<file path="src/rtl/inst_fetch_pkg.sv">
// Shared constants and the fetch FSM state type for the instruction-fetch stage.
package inst_fetch_pkg;

    localparam int          ADDR_WIDTH = 32;
    localparam int          INST_WIDTH = 32;
    localparam logic [31:0] RESET_PC   = 32'h1c00_0000;

    typedef enum logic [1:0] {
        IDLE    = 2'd0,
        REQ     = 2'd1,
        WAIT    = 2'd2,
        DISCARD = 2'd3
    } fetch_state_e;

endpackage

</file>
<file path="src/rtl/inst_fetch_if.sv">
// Instruction-bus and decode-side signals of the fetch stage, bundled with master/slave views.
interface inst_fetch_if #(
    parameter int ADDR_WIDTH = 32
);
    // Bus: a request is accepted when inst_req && inst_addr_ok; once raised, inst_req/inst_addr
    // stay stable until accepted (a flush may retract them). inst_data_ok returns the oldest
    // accepted request. Decode: a word moves when id_valid && id_ready; id_pc/id_inst are held
    // while id_valid is high and id_ready is low.
    logic                  inst_req;
    logic [ADDR_WIDTH-1:0] inst_addr;
    logic                  inst_addr_ok;
    logic                  inst_data_ok;
    logic [31:0]           inst_rdata;
    logic                  id_valid;
    logic                  id_ready;
    logic [ADDR_WIDTH-1:0] id_pc;
    logic [31:0]           id_inst;

    modport master (
        output inst_req, inst_addr, id_valid, id_pc, id_inst,
        input  inst_addr_ok, inst_data_ok, inst_rdata, id_ready
    );

    modport slave (
        input  inst_req, inst_addr, id_valid, id_pc, id_inst,
        output inst_addr_ok, inst_data_ok, inst_rdata, id_ready
    );
endinterface

</file>
<file path="src/rtl/inst_fetch_out_buf.sv">
// One-entry valid/ready buffer between the fetch FSM and decode, with a synchronous clear.
module fetch_out_buf
    import inst_fetch_pkg::*;
#(
    parameter int ADDR_WIDTH = inst_fetch_pkg::ADDR_WIDTH
) (
    input  logic                  clk,
    input  logic                  rst_n,
    input  logic                  clear,
    input  logic                  in_valid,
    output logic                  in_ready,
    input  logic [ADDR_WIDTH-1:0] in_pc,
    input  logic [INST_WIDTH-1:0] in_inst,
    output logic                  out_valid,
    input  logic                  out_ready,
    output logic [ADDR_WIDTH-1:0] out_pc,
    output logic [INST_WIDTH-1:0] out_inst
);

    logic                  valid;
    logic [ADDR_WIDTH-1:0] pc;
    logic [INST_WIDTH-1:0] inst;

    // Accepts a new word when empty or when the current one leaves this cycle.
    assign in_ready  = !valid || out_ready;
    assign out_valid = valid;
    assign out_pc    = pc;
    assign out_inst  = inst;

    always_ff @(posedge clk or negedge rst_n) begin
        if (!rst_n) begin
            valid <= 1'b0;
            pc    <= '0;
            inst  <= '0;
        end else if (clear) begin
            valid <= 1'b0;
        end else if (in_valid && in_ready) begin
            valid <= 1'b1;
            pc    <= in_pc;
            inst  <= in_inst;
        end else if (out_ready) begin
            valid <= 1'b0;
        end
    end

endmodule

</file>
<file path="src/rtl/inst_fetch.sv">
// Instruction-fetch stage: one outstanding bus request, flush redirect with stale-data discard.
module inst_fetch
    import inst_fetch_pkg::*;
#(
    parameter int                    ADDR_WIDTH = inst_fetch_pkg::ADDR_WIDTH,
    parameter logic [ADDR_WIDTH-1:0] RESET_PC   = ADDR_WIDTH'(inst_fetch_pkg::RESET_PC)
) (
    input  logic                  clk,
    input  logic                  rst_n,
    input  logic                  flush,
    input  logic [ADDR_WIDTH-1:0] flush_pc,
    inst_fetch_if.master          bus,
    output fetch_state_e          fsm_state
);

    fetch_state_e          state, state_next;
    logic [ADDR_WIDTH-1:0] pc, pc_next;
    logic [ADDR_WIDTH-1:0] req_pc, req_pc_next;
    logic                  req;
    logic                  addr_hs;
    logic                  buf_wr;
    logic                  buf_in_ready;
    logic                  buf_out_valid;
    logic [ADDR_WIDTH-1:0] buf_out_pc;
    logic [INST_WIDTH-1:0] buf_out_inst;

    always_ff @(posedge clk or negedge rst_n) begin
        if (!rst_n) begin
            state  <= IDLE;
            pc     <= RESET_PC;
            req_pc <= RESET_PC;
        end else begin
            state  <= state_next;
            pc     <= pc_next;
            req_pc <= req_pc_next;
        end
    end

    always_comb begin
        state_next  = state;
        pc_next     = pc;
        req_pc_next = req_pc;
        req         = 1'b0;
        addr_hs     = 1'b0;
        buf_wr      = 1'b0;
        case (state)
            IDLE: state_next = REQ;
            REQ: begin
                // Only ask for a word when there is guaranteed room for its data.
                req     = buf_in_ready;
                addr_hs = req && bus.inst_addr_ok;
                if (addr_hs) begin
                    state_next  = WAIT;
                    req_pc_next = pc;
                end
            end
            WAIT: begin
                if (bus.inst_data_ok) begin
                    buf_wr     = 1'b1;
                    pc_next    = req_pc + ADDR_WIDTH'(4);
                    state_next = REQ;
                end
            end
            DISCARD: begin
                if (bus.inst_data_ok) state_next = REQ;
            end
            default: state_next = IDLE;
        endcase

        // A redirect overrides everything; an in-flight request must be drained and dropped.
        if (flush) begin
            pc_next = flush_pc;
            buf_wr  = 1'b0;
            case (state)
                REQ:     state_next = addr_hs ? DISCARD : REQ;
                WAIT:    state_next = bus.inst_data_ok ? REQ : DISCARD;
                DISCARD: state_next = bus.inst_data_ok ? REQ : DISCARD;
                default: state_next = REQ;
            endcase
        end
    end

    fetch_out_buf #(
        .ADDR_WIDTH(ADDR_WIDTH)
    ) u_out_buf (
        .clk      (clk),
        .rst_n    (rst_n),
        .clear    (flush),
        .in_valid (buf_wr),
        .in_ready (buf_in_ready),
        .in_pc    (req_pc),
        .in_inst  (bus.inst_rdata),
        .out_valid(buf_out_valid),
        .out_ready(bus.id_ready),
        .out_pc   (buf_out_pc),
        .out_inst (buf_out_inst)
    );

    assign bus.inst_req  = req;
    assign bus.inst_addr = pc;
    assign bus.id_valid  = buf_out_valid;
    assign bus.id_pc     = buf_out_pc;
    assign bus.id_inst   = buf_out_inst;
    assign fsm_state     = state;

endmodule

</file>
<file path="src/flat_wrapper.sv">
// flat-port wrapper written by rule: the top's interface ports become plain ports
module inst_fetch_flat import inst_fetch_pkg::*;
#(
    parameter int                    ADDR_WIDTH = inst_fetch_pkg::ADDR_WIDTH,
    parameter logic [ADDR_WIDTH-1:0] RESET_PC   = ADDR_WIDTH'(inst_fetch_pkg::RESET_PC)
)
  (clk, rst_n, flush, flush_pc, fsm_state, bus_inst_req, bus_inst_addr, bus_id_valid, bus_id_pc, bus_id_inst, bus_inst_addr_ok, bus_inst_data_ok, bus_inst_rdata, bus_id_ready);
  inst_fetch_if #(.ADDR_WIDTH(ADDR_WIDTH)) bus_i ();
  input  logic clk;
  input  logic rst_n;
  input  logic flush;
  input  logic [ADDR_WIDTH-1:0] flush_pc;
  output fetch_state_e fsm_state;
  output wire logic [$bits(bus_i.inst_req)-1:0] bus_inst_req;
  output wire logic [$bits(bus_i.inst_addr)-1:0] bus_inst_addr;
  output wire logic [$bits(bus_i.id_valid)-1:0] bus_id_valid;
  output wire logic [$bits(bus_i.id_pc)-1:0] bus_id_pc;
  output wire logic [$bits(bus_i.id_inst)-1:0] bus_id_inst;
  input wire logic [$bits(bus_i.inst_addr_ok)-1:0] bus_inst_addr_ok;
  input wire logic [$bits(bus_i.inst_data_ok)-1:0] bus_inst_data_ok;
  input wire logic [$bits(bus_i.inst_rdata)-1:0] bus_inst_rdata;
  input wire logic [$bits(bus_i.id_ready)-1:0] bus_id_ready;
  assign bus_inst_req = bus_i.inst_req;
  assign bus_inst_addr = bus_i.inst_addr;
  assign bus_id_valid = bus_i.id_valid;
  assign bus_id_pc = bus_i.id_pc;
  assign bus_id_inst = bus_i.id_inst;
  assign bus_i.inst_addr_ok = bus_inst_addr_ok;
  assign bus_i.inst_data_ok = bus_inst_data_ok;
  assign bus_i.inst_rdata = bus_inst_rdata;
  assign bus_i.id_ready = bus_id_ready;
  inst_fetch #(.ADDR_WIDTH(ADDR_WIDTH), .RESET_PC(RESET_PC)) u_core (.clk(clk), .rst_n(rst_n), .flush(flush), .flush_pc(flush_pc), .bus(bus_i), .fsm_state(fsm_state));
endmodule
</file>
<file path="config.mk">
export PLATFORM = sky130hd
export DESIGN_NAME = inst_fetch_flat
export DESIGN_NICKNAME = d
export VERILOG_FILES = /design/src/rtl/inst_fetch_pkg.sv /design/src/rtl/inst_fetch_if.sv /design/src/rtl/inst_fetch_out_buf.sv /design/src/rtl/inst_fetch.sv /design/src/flat_wrapper.sv
export SDC_FILE = /design/constraint.sdc
export NUM_CORES = 1
export LEC_CHECK = 0
export CORE_MARGIN = 4
export CORE_UTILIZATION = 51
export DETAILED_ROUTE_END_ITERATION = 7
export PLACE_DENSITY_LB_ADDON = 0.25
export SETUP_SLACK_MARGIN = 0.4
export SYNTH_ARGS = -nofsm -noshare
export SYNTH_HDL_FRONTEND = slang
export SYNTH_SLANG_ARGS = --single-unit
</file>
<file path="constraint.sdc">
create_clock -name clk -period 4.34 [get_ports clk]
set_input_delay 0.651 -clock clk [delete_from_list [all_inputs] [get_ports clk]]
set_output_delay 0.651 -clock clk [all_outputs]
set_load 0.005 [all_outputs]
</file>
==> key figures, run 1 <==
Setup path
  • Highest cell delay on the worst timing path: between 0.5 and 0.6 ns
  • Crit Path Class: input pin to primary output
  • Setup crit end kind: primary output
  • Startpoint type of the worst setup path: input pin
  • Critical path, cell by cell: clkdlybuf4s50_1, nand2b_1, and3_1, clkdlybuf4s50_1
  • Data required, critical path: 3.69 ns
  • Kind of cell with the highest combined delay on the critical path: buffers and inverters
  • Arr. time, crit path: 2.10 ns
  • Most used cell along the critical path: sky130_fd_sc_hd__clkdlybuf4s50_1
  • Top fanout value on the critical path: 3
  • Cell with the biggest individual delay on the critical path: sky130_fd_sc_hd__clkdlybuf4s50_1
  • Number of buffer and inverter instances along the worst setup path: 2

Cells and area
  • Fraction of layout cells with a size suffix above 1: 22.9%
  • Antenna diode count: 0
  • Post-route non-filler standard cell count: 778
  • Number of nets in the finished design: between 600 and 700
  • Final Core Density: 74.2%
  • Growth of design area from synthesis to finish: 42.2%

Route
  • Detailed router's first-iteration violation count: 187
  • Overall routed net length: 14.3 mm
  • DRC Markers: 0
  • Routed len/inst: 18.3 µm
  • Vias per cell: 5.53
  • Detailed-route via count: 4,301
  • First drt pass iteration count: 4
  • Post-route ant nets: 0

STA
  • Final Max Tran Viols: 0
  • Worst slew margin relative to its limit: 35.4%
  • Fin worst setup slack: 1.59 ns
  • Share of the cycle needed by the critical path after routing: 63.3%
  • Min cycle time layout: 2.75 ns
  • Number of setup violations in the final report: 0
  • Maximum clock rate: 364 MHz
  • Fin Setup TNS: 0 ns
  • Worst Clk Skew: 0.00793 ns
  • Transition time of the tightest slew-check pin: 0.965 ns
  • Final hold violation count: 0
  • RSZ-0062 raised after global routing: false

Run
  • Reported max-cap violation count: 0

Floorplanning
  • # rows: 38
  • Count of pins on the block boundary: 170
  • Core area: 0.0109 mm²
  • Chip height: 114 µm
  • Horizontal die dimension: 114 µm
  • Area of the die: 0.0129 mm²
  • Initial core utilization: between 50% and 60%

Clock network
  • Longest Clk Path Bufs: 2
  • CTS tree: built
  • Library cell used as clock root buffer: sky130_fd_sc_hd__clkbuf_8
  • Clock-pin slew of the registers on the worst-case setup and hold paths: roughly 0.06 ns
  • Number of buffers added for setup after CTS: 0
  • H-tree depth: 4
  • Skew-Pair Late Insertion Delay: 0.51 ns
  • Number of buffers created by CTS: 17
  • TritonCTS sink count: 131
  • Count of hold buffers inserted by post-cts repair: 0
  • Post-CTS Resized: 0

Synth
  • Cells after Synth: 456
  • Sequential area share after synthesis: between 50% and 60%
  • Cell area after synthesis: between 0.005 and 0.006 mm²
  • Most used flip-flop cell after synthesis: sky130_fd_sc_hd__dfrtp_1
  • Post-synthesis async set-or-reset flop share: 100%
  • Number of warning messages in the yosys log: 0
  • Total nets after synthesis: 527
  • Mean instance size in the synthesized netlist: 12.5 µm²
  • Number of library cell types mapped by synthesis: 36
  • Number of synthesized flops with an enable pin: 0
  • Number of flip-flops and latches in the synthesized netlist: between 100 and 150

GRT
  • First-pass GRT wire length: about 23 mm
  • Overall Global Routing Usage: 22.8%
  • Number of antenna violations at the first check in global routing: 0
  • Vias in the first global route: 4,550
  • Overflow left after global routing: 0
  • Largest net degree at the start of global routing: between 60 and 70

Run status
  • Outcome: complete, no violations

Placement
  • Worst slack at placement: approximately 1.2 ns
  • Number of buffers added on ports: 169
  • Placed instance count: 747
  • Post-DP HPWL: 10.0 mm
  • Placer's final routability congestion estimate: 0.814

Power
  • Leakage power: 3.51 nW
  • Worst ir drop on vdd: 0.000288 V
  • Power per Cell Area: 574 mW/mm²
  • Power after layout: 4.64 mW

Min path
  • Class of the tightest hold or removal check: input pin to asynchronous set/reset pin
-- routing by layer --
layer | up-vias | routed length (µm) | track usage (%)
li1 | 1964 | - | -
met1 | 2135 | 6270 | 30.6
met2 | 184 | 6720 | 36.7
met3 | 18 | 1080 | 5.73
met4 | 0 | 179 | 7.13
met5 | - | 0 | 0
-- area by class of cell --
cell class | instances | area [µm²]
Sequential cell | 131 | 3290
Fill cell | 724 | 2810
Multi-Input combinational cell | 297 | 2290
Timing Repair Buffer | 175 | 1740
Clock buffer | 21 | 439
Tap cell | 140 | 175
Clock inverter | 10 | 134
Inverter | 4 | 15.0
-- cell usage in the layout, fill, tap and decap left out, types with 4 or more instances in the layout --
master	n
sky130_fd_sc_hd__a21oi_1	14
sky130_fd_sc_hd__and3_1	8
sky130_fd_sc_hd__buf_4	6
sky130_fd_sc_hd__clkbuf_16	16
sky130_fd_sc_hd__clkdlybuf4s50_1	167
sky130_fd_sc_hd__clkinv_2	4
sky130_fd_sc_hd__dfrtp_1	125
sky130_fd_sc_hd__dfstp_2	6
sky130_fd_sc_hd__inv_1	4
sky130_fd_sc_hd__mux2_2	96
sky130_fd_sc_hd__mux2i_1	5
sky130_fd_sc_hd__nand2_1	49
sky130_fd_sc_hd__nand3_1	11
sky130_fd_sc_hd__nand4_1	5
sky130_fd_sc_hd__nor2_1	19
sky130_fd_sc_hd__nor3_1	6
sky130_fd_sc_hd__nor3b_1	5
sky130_fd_sc_hd__o21ai_0	18
sky130_fd_sc_hd__o221ai_1	10
sky130_fd_sc_hd__o31ai_1	5
sky130_fd_sc_hd__xnor2_1	11
sky130_fd_sc_hd__xor2_1	13
-- registers in the layout, summed over array words and instances, names as in the netlist --
register and cells:
u_core.bus.inst_addr 32, u_core.req_pc 32, u_core.u_out_buf.out_inst 32, u_core.u_out_buf.out_pc 32
u_core.fsm_state 2, u_core.u_out_buf.out_valid 1
-- stage by stage --
stage | hold slack, ns | cell area (µm²)
2_1_floorplan | 0.355 | 5680
3_3_place_gp | 0.487 | 7500
3_5_place_dp | 0.493 | 7500
4_1_cts | 0.132 | 8080
5_1_grt | 0.159 | 8080
6_report | 0.125 | 8080
-- Yosys cell counts (2+ instances only) --
master	n	area, µm²
sky130_fd_sc_hd__mux2_2	96	1080
sky130_fd_sc_hd__clkbuf_1	15	56.3
sky130_fd_sc_hd__o21ai_0	18	90.1
sky130_fd_sc_hd__nor3_1	6	30.0
sky130_fd_sc_hd__buf_2	7	35.0
sky130_fd_sc_hd__nand2b_1	2	12.5
sky130_fd_sc_hd__nor2_1	19	71.3
sky130_fd_sc_hd__dfstp_2	6	158
sky130_fd_sc_hd__xor2_1	13	114
sky130_fd_sc_hd__mux2i_1	5	50.1
sky130_fd_sc_hd__or3_1	2	12.5
sky130_fd_sc_hd__o221ai_1	10	87.6
sky130_fd_sc_hd__nand3_1	11	55.1
sky130_fd_sc_hd__nand4_1	5	31.3
sky130_fd_sc_hd__nor3b_1	6	45.0
sky130_fd_sc_hd__nand2_1	49	184
sky130_fd_sc_hd__and2_1	2	12.5
sky130_fd_sc_hd__dfrtp_1	125	3130
sky130_fd_sc_hd__and3_1	8	50.1
sky130_fd_sc_hd__inv_1	4	15.0
sky130_fd_sc_hd__or4_4	2	22.5
sky130_fd_sc_hd__nor4_1	2	12.5
sky130_fd_sc_hd__and4_1	2	17.5
sky130_fd_sc_hd__a21oi_1	14	70.1
sky130_fd_sc_hd__xnor2_1	11	96.3
sky130_fd_sc_hd__o31ai_1	5	37.5
sky130_fd_sc_hd__buf_1	2	7.51
-- cell families (layout without fill, tap and decap cells) --
| group | count (synthesis) | in the layout | share of synthesized area [%] |
|---|---|---|---|
| adders and majority gates | 1 | 1 | 0.220 |
| buffers and inverters | 28 | 210 | 2.01 |
| muxes | 101 | 101 | 19.9 |
| and+or+nand+nor | 120 | 120 | 10.6 |
| xor gates and xnor gates | 24 | 24 | 3.70 |
| DFF | 131 | 131 | 57.9 |
| AOI/OAI and AO/OA | 51 | 51 | 5.64 |
-- power breakdown --
| part | switching (mW) | internal (mW) |
|---|---|---|
| Combinational | 0.403 | 0.885 |
| Clock | 0.503 | 0.883 |
| Sequential | 0.340 | 1.62 |
-- path summary, 6_finish.rpt --
kind | slack (ns) | cells after the start | start | to
worst min-delay path | 0.13 | 1 | rst_n | u_core.u_out_buf.out_inst[3]$_DFFE_PN0P_
worst min register to register | 0.50 | 1 | u_core.u_out_buf.out_inst[14]$_DFFE_PN0P_ | u_core.u_out_buf.out_inst[14]$_DFFE_PN0P_
worst max-delay path | 1.59 | 4 | bus_id_ready | bus_inst_req
min in group clk | 0.50 | 1 | u_core.u_out_buf.out_inst[14]$_DFFE_PN0P_ | u_core.u_out_buf.out_inst[14]$_DFFE_PN0P_
max in group asynchronous | 3.25 | 2 | rst_n | u_core.u_out_buf.out_pc[15]$_DFFE_PN0P_
worst max register to register | 1.81 | 6 | u_core.fsm_state[0]$_DFFE_PN0P_ | u_core.u_out_buf.out_pc[21]$_DFFE_PN0P_
No activity file was read; power rests on OpenSTA's default activity.
==> run 2: changes to the inputs <==
--- a/config.mk
+++ b/config.mk
@@ -6,7 +6,7 @@
 export NUM_CORES = 1
 export LEC_CHECK = 0
 export CORE_MARGIN = 4
-export CORE_UTILIZATION = 51
+export CORE_UTILIZATION = 43
 export DETAILED_ROUTE_END_ITERATION = 7
 export PLACE_DENSITY_LB_ADDON = 0.25
 export SETUP_SLACK_MARGIN = 0.4
==> constraint.sdc (replaced) <==
create_clock -name clk -period 2.3 [get_ports clk]
set_input_delay 0.345 -clock clk [delete_from_list [all_inputs] [get_ports clk]]
set_output_delay 0.345 -clock clk [all_outputs]
set_load 0.005 [all_outputs]
==> key figures, run 2 (synthesized netlist as in run 1, its figures left out) <==
Cells and area
  • Number of nets in the finished design: 709 (was 697)
  • Growth of design area from synthesis to finish: 45.6% (was 42.2%)
  • Antenna diode count: 0 (unchanged)
  • # fillers: 952 (was 724)
  • Post-route cell area: 0.00827 mm² (was 0.00808 mm²)
  • Leading cell type in the layout, fill and taps excluded: sky130_fd_sc_hd__clkdlybuf4s50_1 (unchanged)
  • Highest-count cells in the layout ignoring fill and taps: sky130_fd_sc_hd__clkdlybuf4s50_1 (166), sky130_fd_sc_hd__dfrtp_1 (119), sky130_fd_sc_hd__mux2_2 (96) (was sky130_fd_sc_hd__clkdlybuf4s50_1 (167), sky130_fd_sc_hd__dfrtp_1 (125), sky130_fd_sc_hd__mux2_2 (96))
  • Fraction of layout cells with a size suffix above 1: 26.2% (was 22.9%)

STA
  • Fin worst setup slack: 0.340 ns (was 1.59 ns)
  • Fin Setup TNS: 0 ns (unchanged)
  • Share of the cycle needed by the critical path after routing: 85.2%
  • Maximum clock rate: a little over 500 MHz
  • Min cycle time layout: 1.96 ns
  • RSZ-0062 raised after global routing: true (was false)
  • Final hold violation count: 0 (unchanged)
  • Worst slew margin relative to its limit: 54.5% (was 35.4%)
  • Transition time of the tightest slew-check pin: 0.682 ns (was 0.965 ns)
  • Worst Clk Skew: 0.00961 ns (was 0.00793 ns)
  • Final Max Tran Viols: 0 (unchanged)
  • Number of setup violations in the final report: 0 (unchanged)

GRT
  • Vias in the first global route: 4,480 (was 4,550)
  • Largest net degree at the start of global routing: 132 (was 67)
  • Number of antenna violations at the first check in global routing: 0 (unchanged)
  • Overall Global Routing Usage: 19.7% (was 22.8%)
  • First-pass GRT wire length: 22.9 mm (was 23.2 mm)
  • Overflow left after global routing: 0 (unchanged)

Min path
  • Class of the tightest hold or removal check: input pin to asynchronous set/reset pin (unchanged)

Floorplanning
  • Area of the die: 0.0151 mm² (was 0.0129 mm²)
  • # rows: 41 (was 38)
  • Core area: 0.0128 mm² (was 0.0109 mm²)
  • Count of pins on the block boundary: 170 (unchanged)
  • Initial core utilization: 44.5% (was 52.1%)
  • Chip height: 123 µm (was 114 µm)
  • Horizontal die dimension: 123 µm (was 114 µm)

Clock network
  • Library cell used as clock root buffer: sky130_fd_sc_hd__clkbuf_16 (was sky130_fd_sc_hd__clkbuf_8)
  • TritonCTS sink count: 131 (unchanged)
  • Number of buffers created by CTS: 17 (unchanged)
  • Clock-pin slew of the registers on the worst-case setup and hold paths: 0.05 ns (was 0.06 ns)
  • CTS tree: built (unchanged)
  • H-tree depth: 4 (unchanged)
  • Longest Clk Path Bufs: 2 (unchanged)
  • Skew-Pair Late Insertion Delay: 0.42 ns (was 0.51 ns)

Placement
  • Number of buffers added on ports: 169 (unchanged)
  • Post-DP HPWL: 9.56 mm (was 10.0 mm)
  • Worst slack at placement: 0.202 ns (was 1.16 ns)
  • Placer's final routability congestion estimate: 0.736 (was 0.814)
  • Total cell area at the placement stage: 0.00762 mm² (was 0.00750 mm²)

Route
  • Vias per cell: 5.19 (was 5.53)
  • Overall routed net length: 14.2 mm (was 14.3 mm)
  • Routed len/inst: 17.2 µm (was 18.3 µm)
  • Detailed-route via count: 4,266 (was 4,301)
  • DRC Markers: 0 (unchanged)
  • Detailed router's first-iteration violation count: 148 (was 187)
  • First drt pass iteration count: 6 (was 4)
  • Post-route ant nets: 0 (unchanged)

Setup path
  • Startpoint type of the worst setup path: register (was input pin)
  • Top fanout value on the critical path: 5 (was 3)
  • Crit Path Class: register to register (was input pin to primary output)
  • Setup crit end kind: register (was primary output)
  • Arr. time, crit path: 2.31 ns (was 2.10 ns)
  • Path depth of the worst reg2reg path: 6 (unchanged)
  • Data required, critical path: 2.65 ns (was 3.69 ns)

Power
  • Leakage power: 3.58 nW (was 3.51 nW)
  • Power after layout: 8.77 mW (was 4.64 mW)
  • Power per Cell Area: 1060 mW/mm² (was 574 mW/mm²)
  • Worst ir drop on vdd: 0.000413 V (was 0.000288 V)

Run status
  • Outcome: complete, no violations (unchanged)

Run
  • Reported max-cap violation count: 0 (unchanged)
-- run 2: metrics by stage --
stage               hold slack (ns)  util [%]  instances
global route                 0.0896      64.7        822
floorplan                    0.0494         -        456
CTS                          0.0676      64.3        818
finish                       0.0414      64.7        822
global placement              0.486      59.7        785
detailed placement            0.492      59.7        785
-- run 2: cell type report --
cell class	count	area, µm²	share of cell area [%]
inverter	4	15.0	0.182
tap	172	215	2.60
sequential	131	3290	39.8
clock buffer	21	470	5.69
multi-input combinational	297	2310	27.9
timing repair buffer	187	1860	22.4
clock inverter	10	108	1.30
-- run 2: where the power goes --
| part | internal (mW) | leakage [nW] | total (mW) | switching [mW] |
|---|---|---|---|---|
| registers | 3.07 | 1.63 | 3.66 | 0.592 |
| logic | 1.72 | 1.67 | 2.50 | 0.783 |
| clock network | 1.66 | 0.281 | 2.61 | 0.949 |
-- run 2: final timing paths --
check | slack [ns] | endpoint | start
max | 0.34 | u_core.bus.inst_addr[24]$_DFFE_PN0P_ | u_core.req_pc[2]$_DFFE_PN0P_
max in group asynchronous | 1.75 | u_core.u_out_buf.out_pc[13]$_DFFE_PN0P_ | rst_n
min reg2reg | 0.50 | u_core.u_out_buf.out_pc[7]$_DFFE_PN0P_ | u_core.u_out_buf.out_pc[7]$_DFFE_PN0P_
min in group clk | 0.48 | u_core.bus.inst_addr[24]$_DFFE_PN0P_ | flush_pc[24]
max reg2reg | 0.34 | u_core.bus.inst_addr[24]$_DFFE_PN0P_ | u_core.req_pc[2]$_DFFE_PN0P_
min | 0.04 | u_core.u_out_buf.out_inst[0]$_DFFE_PN0P_ | rst_n
-- run 2: per-layer routing --
metal	up-vias	part of all wire, %	GRT usage, %
met3	15	8.7	6.18
met4	0	1.4	7.77
met2	160	46	30.6
li1	1971	-	-
met1	2120	44	25.9
met5	-	0	0
-- run 2: timing repair --
item,in CTS,in global routing
hold buffers,0,0
buffers inserted,2,4
resized for setup,6,4
endpoints found under the setup margin,7,7
pin swaps,0,1
-- run 2: critical path: stages, from the launching register on --
cell and delay (ns):
sky130_fd_sc_hd__dfrtp_1 0.37, sky130_fd_sc_hd__ha_2 0.22, sky130_fd_sc_hd__nand2_1 0.12, sky130_fd_sc_hd__or4_4 0.48
sky130_fd_sc_hd__or3_1 0.32, sky130_fd_sc_hd__a311o_1 0.32, sky130_fd_sc_hd__nand2_1 0.07
==> run 3: changes to the inputs <==
--- a/config.mk
+++ b/config.mk
@@ -6,7 +6,7 @@
 export NUM_CORES = 1
 export LEC_CHECK = 0
 export CORE_MARGIN = 4
-export CORE_UTILIZATION = 43
+export CORE_UTILIZATION = 47
 export DETAILED_ROUTE_END_ITERATION = 7
 export PLACE_DENSITY_LB_ADDON = 0.25
 export SETUP_SLACK_MARGIN = 0.4
==> constraint.sdc (replaced) <==
create_clock -name clk -period 2.1 [get_ports clk]
set_input_delay 0.315 -clock clk [delete_from_list [all_inputs] [get_ports clk]]
set_output_delay 0.315 -clock clk [all_outputs]
set_load 0.005 [all_outputs]
==> key figures, run 3 (synthesized netlist as in run 1, its figures left out) <==
Floorplanning
  • Core area: 0.0116 mm² (was 0.0128 mm²)
  • Area of the die: 0.0139 mm² (was 0.0151 mm²)
  • Initial core utilization: 48.9% (was 44.5%)
  • Chip height: 118 µm (was 123 µm)
  • Count of pins on the block boundary: 170 (unchanged)
  • # rows: 39 (was 41)
  • Horizontal die dimension: 118 µm (was 123 µm)

Route
  • Vias per cell: 5.35 (was 5.19)
  • Detailed-route via count: 4,392 (was 4,266)
  • Routed len/inst: 18.8 µm (was 17.2 µm)
  • Post-route ant nets: 0 (unchanged)
  • Detailed router's first-iteration violation count: 291 (was 148)
  • DRC Markers: 0 (unchanged)
  • First drt pass iteration count: 4 (was 6)
  • Overall routed net length: 15.4 mm (was 14.2 mm)

Power
  • Worst ir drop on vdd: 0.000575 V (was 0.000413 V)
  • Leakage power: 3.82 nW (was 3.58 nW)
  • Power per Cell Area: 1140 mW/mm² (was 1060 mW/mm²)
  • Power after layout: 9.83 mW (was 8.77 mW)

Setup path
  • Setup crit end kind: register (unchanged)
  • R2R Path Start: u_core.req_pc[2]$_DFFE_PN0P_ (unchanged)
  • Arr. time, crit path: 2.24 ns (was 2.31 ns)
  • Flop-to-flop setup slack: 0.20 ns (was 0.34 ns)
  • Crit Path Class: register to register (unchanged)
  • Startpoint type of the worst setup path: register (unchanged)
  • Top fanout value on the critical path: 3 (was 5)
  • Data required, critical path: 2.44 ns (was 2.65 ns)
  • Start point of the critical path: u_core.req_pc[2]$_DFFE_PN0P_ (unchanged)

GRT
  • Vias in the first global route: 4,743 (was 4,480)
  • First-pass GRT wire length: 24.9 mm (was 22.9 mm)
  • Overall Global Routing Usage: 22.2% (was 19.7%)
  • Overflow left after global routing: 0 (unchanged)
  • Largest net degree at the start of global routing: 67 (was 132)
  • Number of antenna violations at the first check in global routing: 0 (unchanged)

Clock network
  • Library cell used as clock root buffer: sky130_fd_sc_hd__clkbuf_16 (unchanged)
  • CTS tree: built (unchanged)
  • TritonCTS sink count: 131 (unchanged)
  • Skew-Pair Late Insertion Delay: 0.40 ns (was 0.42 ns)
  • Number of buffers created by CTS: 17 (unchanged)
  • Longest Clk Path Bufs: 2 (unchanged)
  • H-tree depth: 4 (unchanged)
  • Clock-pin slew of the registers on the worst-case setup and hold paths: 0.05 ns (about the same)

STA
  • RSZ-0062 raised after global routing: true (unchanged)
  • Worst slew margin relative to its limit: 55.6% (was 54.5%)
  • Fin Setup TNS: 0 ns (unchanged)
  • Worst Clk Skew: 0.00779 ns (was 0.00961 ns)
  • Min cycle time layout: 1.90 ns (was 1.96 ns)
  • Maximum clock rate: 526 MHz (was 510 MHz)
  • Final Max Tran Viols: 0 (unchanged)
  • Fin worst setup slack: 0.199 ns (was 0.340 ns)
  • Final hold violation count: 0 (unchanged)
  • Number of setup violations in the final report: 0 (unchanged)
  • Share of the cycle needed by the critical path after routing: 90.5% (was 85.2%)
  • Transition time of the tightest slew-check pin: 0.667 ns (was 0.682 ns)

Cells and area
  • Post-route cell area: 0.00861 mm² (was 0.00827 mm²)
  • Highest-count cells in the layout ignoring fill and taps: sky130_fd_sc_hd__clkdlybuf4s50_1 (160), sky130_fd_sc_hd__dfrtp_1 (116), sky130_fd_sc_hd__mux2_2 (96) (was sky130_fd_sc_hd__clkdlybuf4s50_1 (166), sky130_fd_sc_hd__dfrtp_1 (119), sky130_fd_sc_hd__mux2_2 (96))
  • Number of nets in the finished design: 737 (was 709)
  • Antenna diode count: 0 (unchanged)
  • Growth of design area from synthesis to finish: 51.6% (was 45.6%)
  • Fraction of layout cells with a size suffix above 1: 31.4% (was 26.2%)
  • Leading cell type in the layout, fill and taps excluded: sky130_fd_sc_hd__clkdlybuf4s50_1 (unchanged)
  • Final Core Density: 74.1% (was 64.7%)

Placement
  • Placer's final routability congestion estimate: 0.729 (was 0.736)
  • Worst slack at placement: 0.0910 ns (was 0.202 ns)
  • Post-DP HPWL: 10.2 mm (was 9.56 mm)
  • Total cell area at the placement stage: 0.00764 mm² (was 0.00762 mm²)
  • Number of buffers added on ports: 169 (unchanged)

Run status
  • Outcome: complete, no violations (unchanged)

Run
  • Reported max-cap violation count: 0 (unchanged)

Min path
  • Class of the tightest hold or removal check: input pin to asynchronous set/reset pin (unchanged)
[run 3: changes by cell type in the layout (fill, tap and decap cells not counted), moves of 4 or more]
cell	change
sky130_fd_sc_hd__buf_4	+16
sky130_fd_sc_hd__nand3_1	-4
sky130_fd_sc_hd__buf_6	+10
sky130_fd_sc_hd__clkdlybuf4s50_1	-6
sky130_fd_sc_hd__dlygate4sd2_1	+4
[run 3: layout make-up]
| class | count | area (µm²) |
|---|---|---|
| repair buffers | 215 | 2130 |
| fillers | 813 | 3010 |
| flip-flops and latches | 131 | 3300 |
| well taps | 143 | 179 |
| multi-input cells | 297 | 2430 |
| clock buffers | 21 | 440 |
| clock inverters | 10 | 111 |
| inverters | 4 | 15.0 |
[run 3: power breakdown]
part           internal, mW  leakage (nW)  switching (mW)
registers              3.37          1.63           0.636
clock network          1.73         0.263            1.03
logic                  2.05          1.93            1.02
total                  7.15          3.82            2.68
[run 3: stage by stage]
stage	hold slack, ns	cells
final	0.357	821
after detailed placement	0.234	763
after floorplan	0.0194	456
after global routing	0.378	821
after global placement	0.232	763
after CTS	0.353	816
[run 3: critical path: stages (launching register included)]
cell and delay, ns:
sky130_fd_sc_hd__dfrtp_1 0.42, sky130_fd_sc_hd__ha_4 0.18, sky130_fd_sc_hd__nand2_4 0.06, sky130_fd_sc_hd__or4_4 0.46, sky130_fd_sc_hd__or3_4 0.34, sky130_fd_sc_hd__a311o_1 0.31
sky130_fd_sc_hd__nand2_1 0.07
[run 3: layer usage]
layer	track usage, %	share of wire, %	up-vias
met1	29.0	45	2180
met3	6.15	5.3	10
met4	5.93	0.79	0
li1	-	-	2039
met2	36.5	49	163
met5	0	0	-
[run 3: worst paths after layout]
path                                                                   to  depth (start not counted)
worst min register to register    u_core.u_out_buf.out_pc[31]$_DFFE_PN0P_                          1
max in group asynchronous                   u_core.req_pc[27]$_DFFE_PN1P_                          3
min in group clk                      u_core.bus.inst_addr[8]$_DFFE_PN0P_                          3
worst min-delay path            u_core.u_out_buf.out_inst[24]$_DFFE_PN0P_                          2
worst max-delay path                 u_core.bus.inst_addr[24]$_DFFE_PN0P_                          6
worst max register to register       u_core.bus.inst_addr[24]$_DFFE_PN0P_                          6
[run 3: repair_timing]
item	4_1_cts	5_1_grt
hold buffers	1	0
pin swaps	13	15
setup endpoints to repair	15	44
gates resized for setup	27	24
cloned	0	1
buffers inserted	21	4
hold endpoints to repair	21	0
